### src/rtl/fifo_multi_port.sv
// fifo_multi_port: multi-lane decoupling FIFO between fetch/decode and dispatch.
// Accepts up to ENQ_LANES entries and releases up to DEQ_LANES entries per cycle.
// Occupancy is the difference of two wrap-bit counters. The MSB tells full from
// empty, so every storage slot is usable.
module fifo_multi_port #(
  parameter int DATA_WIDTH   = 32,
  parameter int FIFO_DEPTH   = 16,
  parameter int ENQ_LANES    = 2,
  parameter int DEQ_LANES    = 2,
  parameter int AFULL_THRESH = 12
) (
  input  logic                            clk_i,
  input  logic                            rst_i,
  input  logic                            flush_i,
  input  logic [ENQ_LANES-1:0]            valid_enq_i,
  input  logic [ENQ_LANES*DATA_WIDTH-1:0] data_enq_i,
  output logic                            ready_enq_o,
  input  logic [DEQ_LANES-1:0]            ready_deq_i,
  output logic [DEQ_LANES-1:0]            valid_deq_o,
  output logic [DEQ_LANES*DATA_WIDTH-1:0] data_deq_o,
  output logic [$clog2(FIFO_DEPTH):0]     count_o,
  output logic                            almost_full_o
);

  localparam int PTR_WIDTH = $clog2(FIFO_DEPTH);
  localparam int CTR_WIDTH = PTR_WIDTH + 1;

  localparam logic [CTR_WIDTH-1:0] DEPTH_C = CTR_WIDTH'(FIFO_DEPTH);
  localparam logic [CTR_WIDTH-1:0] ENQ_C   = CTR_WIDTH'(ENQ_LANES);
  localparam logic [CTR_WIDTH-1:0] AFULL_C = CTR_WIDTH'(AFULL_THRESH);
  localparam logic [CTR_WIDTH-1:0] ONE_C   = CTR_WIDTH'(1);

  logic [CTR_WIDTH-1:0]  enqCtr_q, enqCtr_d;
  logic [CTR_WIDTH-1:0]  deqCtr_q, deqCtr_d;
  logic [DATA_WIDTH-1:0] storage_q [FIFO_DEPTH];
  logic [DATA_WIDTH-1:0] storage_d [FIFO_DEPTH];

  logic [CTR_WIDTH-1:0]  occupancy;
  logic [CTR_WIDTH-1:0]  freeSlots;
  logic                  readyEnq;
  logic [CTR_WIDTH-1:0]  pushes;
  logic [CTR_WIDTH-1:0]  pops;
  logic [PTR_WIDTH-1:0]  enqPtr;
  logic [PTR_WIDTH-1:0]  deqPtr;
  logic [DEQ_LANES-1:0]  validDeq;

  // Occupancy, free space and status flags, all from registered counters only.
  always_comb begin
    enqPtr    = enqCtr_q[PTR_WIDTH-1:0];
    deqPtr    = deqCtr_q[PTR_WIDTH-1:0];
    occupancy = enqCtr_q - deqCtr_q;
    freeSlots = DEPTH_C - occupancy;
    readyEnq  = (freeSlots >= ENQ_C);
  end

  // Enqueue count: the contiguous run of valid lanes from lane 0, all-or-nothing on ready.
  always_comb begin : pushRunBlk
    logic pushRun;
    pushes  = '0;
    pushRun = readyEnq;
    for (int j = 0; j < ENQ_LANES; j++) begin
      if (pushRun && valid_enq_i[j]) begin
        pushes = pushes + ONE_C;
      end else begin
        pushRun = 1'b0;
      end
    end
  end

  // Dequeue view: lane i presents the i-th oldest slot; valid while occupancy exceeds i.
  always_comb begin : deqViewBlk
    logic [PTR_WIDTH-1:0] rdIdx;
    validDeq   = '0;
    data_deq_o = '0;
    rdIdx      = '0;
    for (int i = 0; i < DEQ_LANES; i++) begin
      rdIdx       = deqPtr + PTR_WIDTH'(i);
      validDeq[i] = (occupancy > CTR_WIDTH'(i));
      data_deq_o[i*DATA_WIDTH +: DATA_WIDTH] = storage_q[rdIdx];
    end
  end

  // Dequeue count: the contiguous run of lanes that are both valid and ready, from lane 0.
  always_comb begin : popRunBlk
    logic popRun;
    pops   = '0;
    popRun = 1'b1;
    for (int i = 0; i < DEQ_LANES; i++) begin
      if (popRun && validDeq[i] && ready_deq_i[i]) begin
        pops = pops + ONE_C;
      end else begin
        popRun = 1'b0;
      end
    end
  end

  // Storage write: accepted lanes land at consecutive slots after the enqueue pointer.
  always_comb begin : storageWrBlk
    logic [PTR_WIDTH-1:0] wrIdx;
    storage_d = storage_q;
    wrIdx     = '0;
    if (!flush_i) begin
      for (int j = 0; j < ENQ_LANES; j++) begin
        wrIdx = enqPtr + PTR_WIDTH'(j);
        if (CTR_WIDTH'(j) < pushes) begin
          storage_d[wrIdx] = data_enq_i[j*DATA_WIDTH +: DATA_WIDTH];
        end
      end
    end
  end

  // Counter update: flush empties the FIFO by catching the read side up and drops this cycle's traffic.
  always_comb begin
    enqCtr_d = enqCtr_q + pushes;
    deqCtr_d = deqCtr_q + pops;
    if (flush_i) begin
      enqCtr_d = enqCtr_q;
      deqCtr_d = enqCtr_q;
    end
  end

  // State register with synchronous reset clearing both counters and every slot.
  always_ff @(posedge clk_i) begin
    if (rst_i) begin
      enqCtr_q <= '0;
      deqCtr_q <= '0;
      for (int k = 0; k < FIFO_DEPTH; k++) begin
        storage_q[k] <= '0;
      end
    end else begin
      enqCtr_q <= enqCtr_d;
      deqCtr_q <= deqCtr_d;
      for (int k = 0; k < FIFO_DEPTH; k++) begin
        storage_q[k] <= storage_d[k];
      end
    end
  end

  // Output drive.
  always_comb begin
    ready_enq_o   = readyEnq;
    valid_deq_o   = validDeq;
    count_o       = occupancy;
    almost_full_o = (occupancy >= AFULL_C);
  end

endmodule
### config.mk
export PLATFORM = sky130hd
export DESIGN_NAME = fifo_multi_port
export DESIGN_NICKNAME = d
export VERILOG_FILES = /design/src/rtl/fifo_multi_port.sv
export SDC_FILE = /design/constraint.sdc
export NUM_CORES = 2
export LEC_CHECK = 0
export ABC_AREA = 1
export ABC_CLOCK_PERIOD_IN_PS = 5900
export BUFFER_PORTS_ARGS = -buffer_cell sky130_fd_sc_hd__buf_2
export CAP_MARGIN = 40
export CORE_MARGIN = 3
export CORE_UTILIZATION = 45
export CTS_BUF_LIST = sky130_fd_sc_hd__clkbuf_2 sky130_fd_sc_hd__clkbuf_4 sky130_fd_sc_hd__clkbuf_8
export CTS_CLUSTER_DIAMETER = 150
export DETAILED_ROUTE_END_ITERATION = 10
export HOLD_SLACK_MARGIN = 0.05
export PLACE_DENSITY = 0.63
export SYNTH_ARGS = -nofsm -noshare
export SYNTH_HDL_FRONTEND = slang
export SYNTH_SLANG_ARGS = --single-unit
### constraint.sdc
create_clock -name clk_i -period 5.9 [get_ports clk_i]
set_input_delay 1.18 -clock clk_i [delete_from_list [all_inputs] [get_ports clk_i]]
set_output_delay 1.18 -clock clk_i [all_outputs]
set_load 0.02 [all_outputs]
[After elaboration in Yosys (flattened, before gate mapping)]
Index checks and enable logic that the tools add are counted.
Word-level totals
  register bits: 522
  output and inout port bits: 73
  logic and storage cells: 71
Cells by class
  add/subtract/negate cells: 8
  order comparisons: 12
  mux-type cells: 22
  bitwise gates (word level): 4
  reductions and logical operators: 7
Operator list (count)
  512-bit 2-to-1 mux: 3
  512-bit bitwise mux: 2
  32-bit binary-select mux with 4-bit select: 2
  32-bit demux with 4-bit select: 2
  32-bit 2-to-1 mux: 6
  5-bit >= comparator, second input constant: 4
  4-bit NOT with 5-bit output: 4
  5-bit 2-to-1 mux: 3
  5-bit by 1-bit adder with 5-bit output, second input constant: 2
  5-bit adder: 2
  5-bit by 1-bit greater-than comparator with 1-bit output, second input constant: 2
  1-bit by 5-bit < comparator with 1-bit output, first input constant: 2
  5-bit by 1-bit < comparator with 1-bit output, second input constant: 2
  4-bit by 1-bit adder with 4-bit output, second input constant: 2
  1-bit logical AND: 7
  5-bit by 2-bit >= comparator with 1-bit output, second input constant: 1
  5-bit by 4-bit >= comparator with 1-bit output, second input constant: 1
  5-bit subtractor: 1
  5-bit subtractor, first input constant: 1
  1-bit 2-to-1 mux: 4

[Depth between registers and ports, before layout]
  word-level depth: 12
  mapped depth: 28

[Least setup slack after synthesis]
No wires, ideal clock.
  path kind: register to register
  from: reg deqCtr_q[1]
  to: reg storage_q[161] in the netlist's numbering
  library setup time: 117 ps
  arrival: 4398 ps
  required time: 5783 ps
  slack: 1385 ps
  stages on the path, launching flop included: 25
  buffers on the path: 3
  period minus slack after synthesis: 4515 ps
  cell sequence: dfxtp_1 > clkbuf_1 > clkinv_1 > clkbuf_1 > fa_1 > inv_1 > ha_1 > inv_1 > nor2_1 > ha_1 > nor3b_1 > o21ai_0 > nor2_1 > nand3_1 > nand3_1 > inv_1 > ha_1 > inv_1 > nor2_1 > nand4_1 > clkbuf_1 > nand2_1 > nor2_1 > nor2_1 > nor2_1
On the way
  longest elaborated chain between the ends: 12
  elaborated cells between the ends (all ways): 15
  those cells by class: add/sub (3); order compare (3); mux (7); reduce/logical (2)
Ends and longest elaborated chain
  from (decl): line 34  | logic [CTR_WIDTH-1:0] deqCtr_q, deqCtr_d;
  from (signal assigned): line 132  | deqCtr_q <= deqCtr_d;
  5-bit subtractor *: line 51  | occupancy = enqCtr_q - deqCtr_q;
  named net count_o[1]: line 21  | output logic [$clog2(FIFO_DEPTH):0] count_o,
  5-bit subtractor *: line 52  | freeSlots = DEPTH_C - occupancy;
  5-bit by 2-bit >= comparator with 1-bit output *: line 53  | readyEnq = (freeSlots >= ENQ_C);
  named net ready_enq_o: line 17  | output logic ready_enq_o,
  1-bit logical AND: line 62  | if (pushRun && valid_enq_i[j]) begin
  1-bit 2-to-1 mux: line 62
  5-bit by 1-bit adder with 5-bit output or 1-bit logical AND (tied branches): line 63, 62
  5-bit 2-to-1 mux *: line 62
  1-bit by 5-bit < comparator with 1-bit output: line 105  | if (CTR_WIDTH'(j) < pushes) begin
  512-bit 2-to-1 mux: line 105
  512-bit 2-to-1 mux: line 102  | if (!flush_i) begin
  512-bit bitwise mux: line 106  | storage_d[wrIdx] = data_enq_i[j*DATA_WIDTH +: DATA_WIDTH];
  512-bit 2-to-1 mux *: line 105
  to (signal, indexed assignment): line 134  | storage_q[k] <= storage_d[k];
  to (decl): line 35  | logic [DATA_WIDTH-1:0] storage_q [FIFO_DEPTH];
The timed path passes the listed nets; every way through them passes the cells marked *. The select of a mux whose other input is x is not followed.
A chain may end at the register's enable or synchronous reset.

[Worst setup path after layout]
  from: reg deqCtr_q[0]
  to: out data_deq_o[26]
On the way
  longest elaborated chain between the ends: 4
Ends and longest elaborated chain
  4-bit NOT with 5-bit output (implied by the code): line 79  | data_deq_o[i*DATA_WIDTH +: DATA_WIDTH] = storage_q[rdIdx];
  32-bit binary-select mux with 4-bit select: line 79
  32-bit 2-to-1 mux (implied by the code) (2 in a row): line 79
  to (decl): line 20  | output logic [DEQ_LANES*DATA_WIDTH-1:0] data_deq_o,
No other way between the ends. The select of a mux whose other input is x is not followed.

==> flow_summary.toml <==
[timing]
timing.setup.tns_ns = 0
rsz0062_at_grt = "no"
hold_violations = 0
period_needed_ns = 5.48
worstMarginPinSlew_ns = 0.972
relSlewSlack_pct = 35.2
fmax_mhz = 182
setup_violations = 0
maxSlewViolCount = 0
finClkSkew_ns = 0.0243
fin_crit_sh_pct = 92.9

[critical_path]
crit_path_max_incr_delay_ns = 0.79
cp.arrival_ns = 4.30
ff2ff_path_depth = 22
startpoint_type = "register"
cp.required_ns = 4.72
critPathSlowestCell = "buf_4"
worst_setup_path_end_kind = "output pin"
path_class = "reg -> out"
r2r-end = "storage_q[247]"
rrSetupSlack_ns = 0.85
r2r-start = "enqCtr_q[0]"
cpMostUsedCell = "o21ai_0"
cp_max_fo = 174
path_cells = "buf_12 -> buf_4 -> buf_4 -> a21oi_1 -> o21ai_0 -> o21ai_0 -> o21ai_0 -> nand2_1 -> buf_2"

[global_route]
grt_util_all_layers_pct = 36.5
grt_pass1_vias = 38237
grt_max_degree = 201
antenna_found_initial = 3
overflow = 0
grt_pass1_wl_um = 242000

[place]
gp_congestion = 0.965
portBuffers = 143
place_area_sq_mm = 0.0377
dp.cells = 7083
dpl.hpwl_um = 95900

[layout]
fillers = 8497
design_area_sq_mm = 0.0399
nets = 6213
drive_gt1_share_pct = 7.74
seq_area_sq_mm = 0.0105
layoutNonFillerInstCount = 7266
utilization_pct = 49.4
area_growth_syn_to_layout_pct = 8.68
multiInputGateArea_sq_mm = 0.0222

[clock_network]
post_cts_resized = 0
cts_buffers = 98
clk_latency_ns = 0.73
cts_root_buf = "clkbuf_8"
cts_max_level = 3
cts_tree = "built"
clock-sinks = 522
clk_path_buf_depth = 3
post_cts_buffers = 0
cts-hold-fix-buffers = 0
cts.clk_slew.worst_paths_ns = 0.07

[run]
cap_violations = 0

[synthesis]
syn_area_sq_mm = 0.0367
ys_types = 33
syn_area_per_cell_sq_um = 5.75
yosysSeqAreaShare_pct = 28.5
yosys_warnings = 0
netlist_top_cells_area = "dfxtp_1 (28%), nand2_1 (17%), o21ai_0 (14%)"
netlist_instances = 6384
synth.largest_area_cell = "dfxtp_1"
synthesis.nets = 6474
synth.ff_latch_count = 522
synth_top_area_share_pct = 28.5

[run_status]
status = "finished with violations"
violations = "DRC"

[hold_path]
hold_path.class = "reg -> reg"
hold_end = "enqCtr_q[4]"
worstHoldStart = "enqCtr_q[4]"
whs_path_depth = 2

[floorplan]
core_area_sq_mm = 0.0807
die_width_um = 292
ios = 144
row_count = 104
start_util_pct = 45.5
die_area_sq_mm = 0.0850
die_h_um = 292

[drt]
remaining_drc_errors = 1
top_layer = "met4"
via_per_inst = 6.11
firstDrtPassIters = 9
wl_met3_um = 23700
wl_um = 163000
routed-via-count = 44413
ant_nets = 0
wl_met1_um = 66800
initialDrtViolationCount = 6819
wire_per_inst_um = 22.5
wl_met2_um = 65600

[power_and_ir_drop]
p_leak_nw = 17.0
power_density_mw_per_mm2 = 406
peakVddDrop_v = 0.000425
power.total_w = 0.0162
==> power breakdown <==
group | internal, W | leakage [nW] | switching, W | total, W
Sequential | 0.00388 | 4.27 | 0.000270 | 0.00415
Combinational | 0.00218 | 11.5 | 0.00586 | 0.00804
Clock | 0.00222 | 1.15 | 0.00177 | 0.00399
==> layer usage <==
metal / vias up / track usage [%]
met2: 3063 / 52.0
met5: - / 0.0554
met1: 20241 / 51.6
met4: 0 / 15.2
li1: 20630 / -
met3: 479 / 9.86
==> worst max-delay path, delay by kind of cell, from the launching register on <==
family / cells / cell delay [ns]
buf+inv: 4 / 2.10
flops: 1 / 0.36
simple gates: 1 / 0.14
compound gates: 4 / 0.79
==> placed cells by master (no fill, tap or decap), types with 3 or more instances in the layout <==
cell / n
inv_8: 4
clkinv_2: 15
nand2_2: 7
inv_1: 472
xnor2_1: 3
buf_12: 13
clkbuf_4: 36
buf_4: 87
a21oi_1: 767
nor2_2: 4
nand4_1: 51
o21ai_1: 30
buf_2: 142
fa_1: 3
buf_16: 8
o21ai_0: 1058
clkbuf_8: 125
a21oi_4: 4
nor2_4: 14
clkinvlp_4: 3
dfxtp_1: 519
nand3_1: 571
nand2_1: 1653
nor2_1: 388
o211ai_1: 184
ha_1: 15
inv_2: 7
==> final cells by class <==
| class | count | area share (%) |
|---|---|---|
| tap | 1060 | 3.33 |
| timing repair buffer | 250 | 4.62 |
| multi-input combinational | 4766 | 55.8 |
| inverter | 485 | 4.63 |
| clock buffer | 161 | 4.99 |
| antenna | 2 | 0.0125 |
| clock inverter | 20 | 0.420 |
| sequential | 522 | 26.2 |
==> worst max path at each step <==
stage,slack [ns],from,endpoint,depth (start not counted)
floorplan,1.38,deqCtr_q[1],storage_q[161],24
global placement,1.09,enqCtr_q[0],storage_q[229],22
detailed placement,1.02,enqCtr_q[0],storage_q[235],22
CTS,0.51,deqCtr_q[0],data_deq_o[26],9
global route,0.26,deqCtr_q[0],data_deq_o[26],9
finish,0.42,deqCtr_q[0],data_deq_o[26],9
==> kinds of logic after synthesis <==
| group | after synthesis | share of synthesized area [%] |
|---|---|---|
| fa+ha+maj | 19 | 0.709 |
| buf+inv | 1096 | 11.4 |
| flops | 522 | 28.5 |
| compound gates | 2047 | 29.2 |
| xor+xnor | 5 | 0.119 |
| simple gates | 2695 | 30.0 |
==> cells in the mapped netlist <==
cell type	n
nand2_1	1659
o21ai_0	1058
a21oi_1	769
nand3_1	571
dfxtp_1	522
clkbuf_1	508
inv_1	476
nor2_1	398
o211ai_1	184
buf_2	62
nand4_1	51
buf_1	40
o21ai_1	30
ha_1	16
inv_2	7
nor2_2	6
fa_1	3
xnor2_1	3
a21oi_2	2
clkinv_1	2
nor2_4	2
nor3_1	2
o21a_1	2
xor2_1	2
a211oi_1	1
and2_1	1
buf_4	1
nand2_2	1
nand3b_1	1
nor2_8	1
nor3_2	1
nor3b_1	1
o221ai_1	1
==> sequential cells by signal, indices dropped and copies added, names as in the netlist <==
name,flops
deqCtr_q,5
enqCtr_q,5
storage_q,512
==> per-stage QoR <==
stage	setup slack, ns	hold slack (ns)
global route	0.261	0.533
detailed placement	1.02	0.480
finish	0.418	0.487
floorplan	1.38	0.461
global placement	1.09	0.476
CTS	0.512	0.489
Note: power is estimated with default switching activity, not from simulation.
